File: src/rtl/dram_port_arbiter.sv
// Two-port round-robin burst sequencer for a single-ported DRAM.
// One beat per cycle on a registered bus; read valids are delayed RD_LAT cycles behind RD.
module dram_port_arbiter #(
  parameter int RD_LAT = 1
) (
  input  logic        Clk1,
  input  logic        Reset,
  input  logic        Req0,
  input  logic        Req1,
  input  logic        We0,
  input  logic        We1,
  input  logic [15:0] Addr0,
  input  logic [15:0] Addr1,
  input  logic [3:0]  Len0,
  input  logic [3:0]  Len1,
  input  logic [15:0] WData0,
  input  logic [15:0] WData1,
  output logic        Gnt0,
  output logic        Gnt1,
  output logic        WAck0,
  output logic        WAck1,
  output logic        RValid0,
  output logic        RValid1,
  output logic [15:0] RData,
  output logic        Done0,
  output logic        Done1,
  output logic [15:0] Addr,
  output logic        RD,
  output logic        WR,
  output logic [15:0] DataOut,
  input  logic [15:0] DataIn
);

  typedef enum logic [1:0] {IDLE, XFER, DRAIN, DONE} state_e;

  state_e      state_q, state_d;
  logic [15:0] addr_q, addr_d;
  logic        rd_q, rd_d, wr_q, wr_d;
  logic [3:0]  cnt_q, cnt_d;
  logic [3:0]  len_q, len_d;
  logic        we_q, we_d;
  logic        port_q, port_d;
  logic        last_q, last_d;
  logic        win, win_we;
  // vld_pipe_q[i][p]: port p had RD high i+1 cycles ago
  logic [RD_LAT-1:0][1:0] vld_pipe_q;

  // Tie goes to the port that did not win last; otherwise the lone requester.
  assign win    = (Req0 & Req1) ? ~last_q : Req1;
  assign win_we = win ? We1 : We0;

  always_comb begin
    state_d = state_q;
    addr_d  = addr_q;
    rd_d    = rd_q;
    wr_d    = wr_q;
    cnt_d   = cnt_q;
    len_d   = len_q;
    we_d    = we_q;
    port_d  = port_q;
    last_d  = last_q;
    case (state_q)
      IDLE: if (Req0 | Req1) begin
        port_d  = win;
        last_d  = win;
        we_d    = win_we;
        len_d   = win ? Len1 : Len0;
        addr_d  = win ? Addr1 : Addr0;
        rd_d    = ~win_we;
        wr_d    = win_we;
        cnt_d   = '0;
        state_d = XFER;
      end
      XFER: if (cnt_q == len_q) begin
        rd_d    = 1'b0;
        wr_d    = 1'b0;
        cnt_d   = '0;
        state_d = we_q ? DONE : DRAIN;
      end else begin
        addr_d = addr_q + 16'd1;
        cnt_d  = cnt_q + 4'd1;
      end
      DRAIN: if (cnt_q == 4'(RD_LAT - 1)) state_d = DONE;
             else cnt_d = cnt_q + 4'd1;
      DONE: state_d = IDLE;
      default: state_d = IDLE;
    endcase
  end

  always_ff @(posedge Clk1 or negedge Reset) begin
    if (!Reset) begin
      state_q <= IDLE;
      addr_q  <= '0;
      rd_q    <= 1'b0;
      wr_q    <= 1'b0;
      cnt_q   <= '0;
      len_q   <= '0;
      we_q    <= 1'b0;
      port_q  <= 1'b0;
      last_q  <= 1'b1;
    end else begin
      state_q <= state_d;
      addr_q  <= addr_d;
      rd_q    <= rd_d;
      wr_q    <= wr_d;
      cnt_q   <= cnt_d;
      len_q   <= len_d;
      we_q    <= we_d;
      port_q  <= port_d;
      last_q  <= last_d;
    end
  end

  always_ff @(posedge Clk1 or negedge Reset) begin
    if (!Reset) begin
      vld_pipe_q <= '0;
    end else begin
      vld_pipe_q[0] <= {rd_q & port_q, rd_q & ~port_q};
      for (int i = 1; i < RD_LAT; i++) vld_pipe_q[i] <= vld_pipe_q[i-1];
    end
  end

  assign Addr    = addr_q;
  assign RD      = rd_q;
  assign WR      = wr_q;
  assign DataOut = wr_q ? (port_q ? WData1 : WData0) : 16'h0;
  assign RData   = DataIn;
  assign Gnt0    = (state_q == XFER) && (cnt_q == 4'd0) && !port_q;
  assign Gnt1    = (state_q == XFER) && (cnt_q == 4'd0) &&  port_q;
  assign WAck0   = wr_q & ~port_q;
  assign WAck1   = wr_q &  port_q;
  assign Done0   = (state_q == DONE) && !port_q;
  assign Done1   = (state_q == DONE) &&  port_q;
  assign RValid0 = vld_pipe_q[RD_LAT-1][0];
  assign RValid1 = vld_pipe_q[RD_LAT-1][1];

endmodule

File: config.mk
export PLATFORM = sky130hd
export DESIGN_NAME = dram_port_arbiter
export DESIGN_NICKNAME = d
export VERILOG_FILES = /design/src/rtl/dram_port_arbiter.sv
export SDC_FILE = /design/constraint.sdc
export NUM_CORES = 1
export LEC_CHECK = 0
export CAP_MARGIN = 20
export CORE_MARGIN = 2
export CORE_UTILIZATION = 38
export CTS_BUF_LIST = sky130_fd_sc_hd__clkbuf_16
export CTS_CLUSTER_DIAMETER = 50
export DETAILED_ROUTE_END_ITERATION = 8
export GPL_TIMING_DRIVEN = 0
export PLACE_DENSITY = 0.81
export SETUP_SLACK_MARGIN = 0.1
export SLEW_MARGIN = 20
export SYNTH_ARGS = -nofsm -noshare
export SYNTH_HDL_FRONTEND = slang
export SYNTH_SLANG_ARGS = --single-unit
File: constraint.sdc
create_clock -name Clk1 -period 2.5 [get_ports Clk1]
set_input_delay 0.375 -clock Clk1 [delete_from_list [all_inputs] [get_ports Clk1]]
set_output_delay 0.375 -clock Clk1 [all_outputs]
set_load 0.01 [all_outputs]
# [After elaboration in Yosys (flattened, before gate mapping)]
# Index checks and enable logic that the tools add are counted.
[word_totals] ff_bits=33 latch_bits=0 ramBits=0 mem_bits_ro=0 input_bits=94 output_inout_bits=58 wordCells=68 n_memories=0
[op_classes] addsub=2 multipliers=0 n_div=0 n_lt_le_gt_ge=0 eq_ne=9 n_shift=0 mux=23 bitwise_logic=9 reduce_logical=15
[ops] cell="2-to-1 mux 16 bit" n=5
[ops] cell="case mux 16 bit (2 select lines)" n=1
[ops] cell="adder 16 x 1 -> 16 bit, second input constant" n=1
[ops] cell="2-to-1 mux 4 bit" n=4
[ops] cell="case mux 4 bit (3 select lines)" n=1
[ops] cell="AND reduction 3 bit" n=4
[ops] cell="inequality test 2 bit, second input constant" n=5
[ops] cell="case mux 2 bit (4 select lines)" n=1
[ops] cell="2-to-1 mux 1 bit" n=6
[ops] cell="2-to-1 mux 2 bit" n=3
[ops] cell="AND 1 bit" n=5
[ops] cell="logical AND 1 bit" n=5
[ops] cell="adder 4 x 1 -> 4 bit, second input constant" n=1
[ops] cell="== test 2 bit, second input constant" n=2
[ops] cell="== test 4 bit" n=1
[ops] cell="logical NOT 4 bit" n=1
[ops] cell="case mux 1 bit (2 select lines)" n=2
[ops] cell="NOT 1 bit" n=3
[ops] cell="nonzero test 3 bit" n=1
[ops] cell="== test 2 x 1 -> 1 bit, second input constant" n=1
[ops] cell="logical NOT 2 bit" n=1
[ops] cell="AND reduction 2 bit" n=1
[ops] cell="nonzero test 2 bit" n=1
[ops] cell="logical NOT 1 bit" n=1
[ops] cell="bitwise OR 1 bit" n=1

# [Depth between registers and ports, before layout]
# Gate-level depths: netlist of the first run.
[depth] depth_word=6 depth_mapped=9 mapped_depth_nobuf=7

# [Worst setup path after synthesis of the first run]
# No wires, ideal clock.
[synth_timing] path_kind="register to register" startpoint="reg state_q[0]" endpoint="reg addr_q[10] (netlist: Addr[10])" setup_time_ps=124 arrival_ps=1768 setup_slack_ps=608 stages_incl_launch_ff=8 path_buffers=0 synth_period_minus_slack_ps=1892 path_cell_list="dfrtp_1 -> inv_1 -> ha_1 -> nor3b_4 -> nor2_2 -> and3_4 -> a311o_1 -> a21boi_1"
[synth_between] elab_chain_len=3 word_cells_on_any_way=7 cone_classes="eq/ne (3); mux (1); reduce/logical (3)"
[synth_lines] item="from (decl)" line="36" text="state_e state_q, state_d;"
[synth_lines] item="from (signal assigned)" line="102" text="state_q <= state_d;"
[synth_lines] item="== test 2 x 1 -> 1 bit / logical NOT 2 bit (equally long branches)" line="62" text="case (state_q)"
[synth_lines] item="inequality test 2 bit (no source line) / nonzero test 2 bit (equally long branches)"
[synth_lines] item="AND reduction 3 bit (no source line)"
[synth_lines] item="to (signal assigned)" line="103" text="addr_q <= addr_d;"
[synth_lines] item="to (decl)" line="37" text="logic [15:0] addr_q, addr_d;"
# Several ways; a longest one is shown, not always the timed one.
# A chain may end at the register's enable or synchronous reset.

# [Final worst setup path of the first run]
[layout_timing] startpoint="reg state_q[1]" endpoint="out Gnt1"
[layout_between] elab_chain_len=3
[layout_lines] item="== test 2 x 1 -> 1 bit" line="129" text="assign Gnt1 = (state_q == XFER) && (cnt_q == 4'd0) && port_q;"
[layout_lines] item="logical AND 1 bit (2 in a row)" line="129"
[layout_lines] item="to (decl)" line="19" text="output logic Gnt1,"
# No other way between the ends.

==> out/results.ini, run 1 <==
[outcome]
outcome=completed

[timing]
hold_slack_ns=0.00675
fin_ws_ns=0.161
finalCritPeriodShare_pct=93.6
max_freq_mhz=427
rsz0062_at_grt=no
slew_headroom_pct=66.4
period_needed_ns=2.34
worst_clock_skew_ns=0.00500
finalHoldViolations=0
drv_slew=0
setup_viol=0
setup-tns-final_ns=0
worstMarginPinSlew_ns=0.504

[detailed_routing]
wirelength_um=7500
vias=2688
routed-wl-met2_um=3730
met3WireLength_um=698
postRouteAntennaNets=0
drc=0
viasPerCell=5.35
met1_length_um=3000
drt_iter0_drc=145
firstDrtPassIters=4
wl_per_cell_um=14.9
top_layer_used=met4

[cells_and_area]
register_area_um2=828
nets=526
nFillCells=543
syn_to_final_growth_pct=64.1
fin_area_um2=4220
final_cell_mix=133 x clkdlybuf4s50_1, 34 x mux2i_1, 31 x dfrtp_1, 29 x nand2_1, 23 x nor2b_1
diodes=0
final_common_cell=clkdlybuf4s50_1
drive_gt1_share_pct=14.6
multi_input_comb_area_um2=1550

[global_route]
gr-usage-all-layers_pct=19.7
antenna_found_initial=0
grt_pass1_wl_um=11700
first_global_vias=2510
overflow=0
grt_max_degree=20

[die]
start_util_pct=39.8
core_area_um2=6460
dieWidth_um=86.3
die-area_um2=7440
floorplan.rows=29
die_h_um=86.3
io_pins=152

[clock_network]
root_buffer=clkbuf_16
htreeDepth=2
clk_pin_slew_worst_paths_ns=0.05
cts_tree=done
clockBufferDepth=2
cts_buffers=5
clkSinkCount=33
clock_latency_ns=0.28
hold_buffers=0

[placed_design]
gp_congestion=0.835
place_ws_ns=0.0653
placed_area_um2=4040
dp_hpwl_um=5850
io_buffers=135

[power]
power_density_nw_per_um2=1100
peakVddDrop_mv=0.679
leakage_nw=1.79

[setup_path]
cp-end-kind=primary output
path_max_fanout=10
critical_path_class=reg -> out
critPathLaunchType=flop
crit_required_ns=2.12
crit_arrival_ns=1.96

[synthesis]
syn_area_per_cell_um2=9.15
synth.cell_area_um2=2570
ys_seq_area_share_pct=32.1
synth_fp_nets=383
synthCells=281
synth_seq_cells=33
synth-warning-count=0
synth_cell_types=45

[flow_run]
drv_cap=0

[hold_path]
hp-class=in -> async

==> registers in the layout, indices dropped and copies added, names as in the netlist <==
signal	flops
vld_pipe_q	2
port_q	1
last_q	1
we_q	1
len_q	4
WR	1
cnt_q	4
Addr	16
state_q	2
RD	1
==> worst max-delay path, cell delays in order, from the launching register on <==
cell and delay (ns):
dfrtp_2 0.43, inv_1 0.10, ha_1 0.18, buf_6 0.15, buf_8 0.14, and3_1 0.14
clkdlybuf4s50_1 0.54
==> where the power goes <==
group	internal, mW	switching (mW)
Combinational	1.54	1.40
Clock	0.359	0.218
Sequential	0.808	0.334
==> per-layer routing <==
layer  vias to the layer above  track usage, %
met3                         8            4.67
met2                       133            36.0
met4                         0            4.69
li1                       1283               -
met1                      1264            23.3
met5                         -               0
==> what timing repair did <==
| item | CTS | global route |
|---|---|---|
| hold endpoints to repair | 0 | 0 |
| setup endpoints to repair | 15 | 6 |
| cloned | 0 | 0 |
| setup buffers | 0 | 1 |
| gates resized for setup | 6 | 8 |
==> layout make-up <==
cell class | instances | share of cell area, %
multi-input combinational | 212 | 36.7
timing repair buffer | 137 | 32.8
sequential | 33 | 19.6
buffer | 29 | 4.80
clock buffer | 5 | 2.96
tap | 77 | 2.28
inverter | 6 | 0.533
clock inverter | 3 | 0.296
==> logic make-up after synthesis <==
family                   synth area share (%)
multiplexers                             20.2
flip-flops                               32.2
adder cells (fa/ha/maj)                  3.89
AND/OR/NAND/NOR                          19.1
XOR/XNOR                                 1.36
buffers and inverters                    8.02
AO/OA/AOI/OAI                            15.2
==> through the flow <==
step	cells	power, mW	utilization (%)
floorplan	281	2.82	-
global placement	493	3.91	62.2
detailed placement	494	4.00	62.6
CTS	501	4.60	64.9
global route	502	5.02	65.4
finish	502	4.66	65.4
==> cells in the mapped netlist, drive strengths merged <==
master   count  share of area [%]
o22ai       13                3.2
ha           8                3.9
xnor2        4                1.4
a21oi       18                3.5
nor2         6               0.97
o21bai       1               0.29
or2          1               0.24
and3         2               0.68
nor3b        2                1.2
a31o         1               0.34
a211o        2               0.68
o2bb2ai      2               0.68
nor3         4               0.78
o21ai       11                2.1
inv          6               0.88
a21boi       2               0.73
mux2i       34                 13
a31oi        3               0.73
a211oi       2               0.58
nand4        4                1.2
nor2b       23                5.6
and2         4               0.97
and4         2               0.68
nand2       29                4.2
nand3       10                1.9
mux2        16                7.0
buf         24                6.3
o221a        1               0.44
a311o        1               0.39
a22o         2               0.68
nand4b       1               0.34
a2111oi      1               0.58
dfrtp       32                 31
dfstp        1                1.0
o21a         1               0.29
nand2b       1               0.24
clkbuf       6               0.88
==> worst paths after layout <==
path	slack [ns]	cells past startpoint	start	to
max in group asynchronous	2.06	2	Reset	state_q[1]
setup / recovery	0.16	6	state_q[1]	Gnt1
hold reg to reg	0.50	2	len_q[3]	len_q[3]
min in group Clk1	0.50	2	len_q[3]	len_q[3]
hold / removal	0.007	1	Reset	cnt_q[2]
setup reg to reg	0.33	8	state_q[0]	Addr[7]
Power figures use the tool's default switching activity.
==> run 2, diff against run 1 <==
ABC_CLOCK_PERIOD_IN_PS = 2500   (was default)
==> results of run 2 <==
Same layout as run 1: the final DEF is identical, and so are final timing and power.
